## src/rtl/gf_ds_mult.sv

```systemverilog
`default_nettype none
// +-----------------------------------------------------------------------------+
// | gf_ds_mult : digit-serial GF(2^M) polynomial-basis multiplier, MSB-first    |
// | Revision   : 1.0                                                            |
// +-----------------------------------------------------------------------------+
module gf_ds_mult #(
  parameter int unsigned   M    = 16,
  parameter int unsigned   D    = 4,
  parameter logic [M-1:0]  POLY = 16'h002B
) (
  input  logic         clk,
  input  logic         rst_n,
  input  logic         in_valid,
  output logic         in_ready,
  input  logic [M-1:0] a,
  input  logic [M-1:0] b,
  output logic         out_valid,
  input  logic         out_ready,
  output logic [M-1:0] c,
  output logic         busy
);

  localparam int unsigned C_N    = (M + D - 1) / D;
  localparam int unsigned C_BW   = C_N * D;
  localparam int unsigned C_CNTW = (C_N > 1) ? $clog2(C_N) : 1;

  typedef enum logic [1:0] {
    IDLE = 2'd0,
    RUN  = 2'd1,
    DONE = 2'd2
  } state_t;

  state_t              r_state;
  state_t              w_state_next;
  logic [M-1:0]        r_acc;
  logic [M-1:0]        r_a;
  logic [C_BW-1:0]     r_b;
  logic [C_CNTW-1:0]   r_cnt;
  logic [D-1:0]        w_digit;
  logic [M-1:0]        w_acc_next;
  logic                w_accept;
  logic                w_last;

  // b_reg shifts left each RUN cycle, so the digit being consumed is always on top.
  assign w_digit  = r_b[C_BW-1 -: D];
  assign w_accept = in_valid && (r_state == IDLE);
  assign w_last   = (r_cnt == '0);

  // Horner step: acc <- acc * x^D + digit * a, reduced one bit at a time.
  always_comb begin
    logic [M-1:0] t;
    logic         msb;
    t = r_acc;
    for (int j = D - 1; j >= 0; j--) begin
      msb = t[M-1];
      t   = t << 1;
      if (msb) t = t ^ POLY;
      if (w_digit[j]) t = t ^ r_a;
    end
    w_acc_next = t;
  end

  always_ff @(posedge clk or negedge rst_n) begin
    if (!rst_n) begin
      r_state <= IDLE;
    end else begin
      r_state <= w_state_next;
    end
  end

  always_comb begin
    w_state_next = r_state;
    in_ready     = 1'b0;
    out_valid    = 1'b0;
    busy         = 1'b0;
    c            = '0;
    case (r_state)
      IDLE: begin
        in_ready = 1'b1;
        if (in_valid) w_state_next = RUN;
      end
      RUN: begin
        busy = 1'b1;
        if (w_last) w_state_next = DONE;
      end
      DONE: begin
        busy      = 1'b1;
        out_valid = 1'b1;
        c         = r_acc;
        if (out_ready) w_state_next = IDLE;
      end
      default: w_state_next = IDLE;
    endcase
  end

  always_ff @(posedge clk or negedge rst_n) begin
    if (!rst_n) begin
      r_acc <= '0;
      r_a   <= '0;
      r_b   <= '0;
      r_cnt <= '0;
    end else if (w_accept) begin
      r_acc <= '0;
      r_a   <= a;
      r_b   <= C_BW'(b);
      r_cnt <= C_CNTW'(C_N - 1);
    end else if (r_state == RUN) begin
      r_acc <= w_acc_next;
      r_b   <= r_b << D;
      if (!w_last) r_cnt <= r_cnt - 1'b1;
    end
  end

endmodule
`default_nettype wire

```

## config.mk

```make
export PLATFORM = sky130hd
export DESIGN_NAME = gf_ds_mult
export DESIGN_NICKNAME = d
export VERILOG_FILES = /design/src/rtl/gf_ds_mult.sv
export SDC_FILE = /design/constraint.sdc
export NUM_CORES = 1
export LEC_CHECK = 0
export CORE_ASPECT_RATIO = 0.8
export CORE_MARGIN = 2
export CORE_UTILIZATION = 54
export DETAILED_ROUTE_END_ITERATION = 16
export GPL_TIMING_DRIVEN = 0
export PLACE_DENSITY = 0.8
export SLEW_MARGIN = 20
export SYNTH_ARGS = -nofsm -noshare
export SYNTH_HDL_FRONTEND = slang
export SYNTH_SLANG_ARGS = --single-unit
```

## constraint.sdc

```tcl
create_clock -name clk -period 1.9 [get_ports clk]
set_input_delay 0.475 -clock clk [delete_from_list [all_inputs] [get_ports clk]]
set_output_delay 0.475 -clock clk [all_outputs]
set_load 0.02 [all_outputs]
```

==> results of run 1 <==
logic make-up (layout without fill, tap and decap cells):
family	after synthesis	count (layout)	share of synthesized area, %
simple gates	175	175	21.36
mux	22	22	6.587
fa+ha+maj	4	4	1.489
flops	52	52	38.70
buf+inv	27	90	4.317
xor+xnor	59	59	23.67
compound gates	23	23	3.871
synthesized netlist by cell type, types with 2 or more instances:
cell type  instances
nand3_1            9
clkbuf_1           9
ha_1               4
inv_1              6
nor2_1            11
xnor3_1           17
o21ai_0           12
xor2_2             2
xnor2_2            2
nand2_2            2
nand2_1          135
xor2_1            13
o21ai_1            5
buf_2              5
xnor2_1           24
buf_6              5
dfrtp_1           52
mux2i_1           21
a21oi_1            2
and2_1            17
placed cells by master (no fill, tap or decap), types with 2 or more instances in the layout:
cell type        synthesis  routed
nand2_1                135     135
dfrtp_1                 52      52
clkdlybuf4s50_1          0      34
xnor2_1                 24      24
mux2i_1                 21      21
xnor3_1                 17      17
and2_1                  17      15
buf_6                    5      15
xor2_1                  13      13
o21ai_0                 12      12
clkbuf_2                 0      11
nor2_1                  11      11
buf_2                    5      10
nand3_1                  9       9
inv_1                    6       5
o21ai_1                  5       5
clkbuf_8                 0       5
ha_1                     4       3
buf_4                    0       3
nand2_2                  2       2
xor2_2                   2       2
xnor2_2                  2       2
a21oi_1                  2       2
layer usage:
layer	vias to the layer above	GRT usage (%)	part of all wire (%)
met4	0	7.960	1.5
li1	1269	-	-
met2	100	40.93	47
met1	1274	33.22	45
met3	15	4.154	6.6
met5	-	0	0
report_power, final:
part / switching [mW] / internal [mW] / leakage (nW)
clock: 0.397 / 0.263 / 0.0445
combinational: 2.57 / 2.67 / 1.39
sequential: 0.542 / 1.65 / 0.653
worst paths after layout:
path / to / slack, ps / cells after the start
worst min-delay path: r_acc[15] / 180 / 1
worst max-delay path: c[7] / 40 / 5
min in group clk: r_b[1] / 520 / 2
worst min register to register: r_b[1] / 520 / 2
max in group asynchronous: r_a[5] / 1270 / 1
worst max register to register: r_acc[5] / 140 / 6
state kept, by name, summed over array words and instances (netlist names):
signal	count
r_b	16
r_cnt	2
r_state	2
r_acc	16
r_a	16
through the flow:
step | power [mW] | utilization [%] | hold WS (ps) | cell area, um^2
final | 8.089 | 68.80 | 182.9 | 4110
after global routing | 8.693 | 68.80 | 229.9 | 4110
after CTS | 8.042 | 68.50 | 208.5 | 4093
after detailed placement | 7.348 | 66.97 | 494.5 | 4001
after global placement | 7.120 | 67.02 | 483.2 | 4004
after floorplan | 6.138 | - | 179.4 | 3362
layout make-up:
cell class,count,area (um^2)
fill,475,1864
clock inverter,3,21.27
inverter,7,26.28
buffer,19,138.9
clock buffer,5,68.82
multi-input combinational,283,1932
tap,81,101.3
timing repair buffer,56,520.5
sequential,52,1301
what timing repair did:
item	CTS	global route
pin swaps	0	0
gates resized for setup	74	38
setup buffers	2	0
endpoints found under the setup margin	47	64
==> metrics.txt, run 1 <==
slowest stage cell, crit path dfrtp_1; syn_nets 402; DRT antenna net count 0; Top FF cell, synth dfrtp_1; run status finished clean; Largest stage delay, worst path 410 ps; Mapped Avg Cell Area 9.287 um^2; clk_skew 16.93 ps; Worst VDD drop 0.9931 mV; CTS clock-pin slew for the worst setup and hold paths 110 ps; Yosys warning count 0; largest net degree at the start of global routing 53; via density per instance 5.253; Yosys top cell by area dfrtp_1; Hold WC Path Type in2async; routed len/inst 15.71 um; Cell variety after synth 29; final setup margin 38.00 ps; 1st-iter DRT viols 123; hold_buf cts 0; final wirelength 7.951 mm; largest cells by area after synthesis dfrtp_1, nand2_1, xnor3_1; Core Area 5974 um^2; Tcrit/Tclk final 98.00%; IO Count 55; Worst Tran Pin Value 654.3 ps; vias in the first global route 2,643; Tmin final 1862 ps; Critical Setup Path Class reg2out; Area Overhead vs Synth 22.26%; register bit total from synthesis 52; CTS Buf Count 5; Post-Syn Area 3362 um^2; Clock Sinks 52; share of cells above drive strength 1 14.59%; slew margin rel. 56.38%; PortBufs 54; GRT Util Overall 24.45%; CTS tree yes; setup TNS 0 ps; Starting Density 56.27%; endpoints failing hold 0; crit-path max FO 10; routability cong. 0.8997; Critical Path RT 1420 ps; DR vias 2,658; P_leak 2.084 nW; endpoints failing setup 0; Worst-Skew Late Latency 320 ps; die height 74.58 um; r2r startpoint r_b[15]; RSZ-0062 raised after global routing yes; dpl ws -488.2 ps; gr ovfl total 0; initial antenna violation count 0; first-pass GRT wire length 12.86 mm; number of flops mapped to enable cells by yosys 0; power density over cell area 1968 nW/um^2; Buf+Inv Stages, Crit Path 3; final std cells w/o fill 506; Detailed Routing Iterations Pass 1 4; Inst Count DP 497; Mapped Cells 362; Max Slew Vio Count 0; post-synthesis sequential area ratio 38.70%; maximum clock frequency 537.1 MHz; diode count 0; crit end category primary output; die width 92.22 um; Max Cap Viol 0; die area 6877 um^2; Detail Placement HPWL 5.708 mm; CP delay by family, top flip-flops; Synth top area share 38.70%; post-synthesis async set-or-reset flop share 100.0%; WP data arrival 1390 ps; cell breakdown of the critical path inv_2 > ha_4 > buf_8 > and2_1 > buf_6; CP startpoint kind flip-flop; CP startpoint r_state[0]; H-tree depth 2; number of cell rows 25; maximum clock path buffer count 2; fin nets 464; drt drc 0; Clock Root Buffer clkbuf_8
No activity file was read; power rests on OpenSTA's default activity.
==> run 2: changes to the inputs <==
--- a/config.mk
+++ b/config.mk
@@ -5,6 +5,7 @@
 export SDC_FILE = /design/constraint.sdc
 export NUM_CORES = 1
 export LEC_CHECK = 0
+export CAP_MARGIN = 20
 export CORE_ASPECT_RATIO = 0.8
 export CORE_MARGIN = 2
 export CORE_UTILIZATION = 54
==> results of run 2 <==
The final DEF is identical to that of run 1; final timing and power are the same.
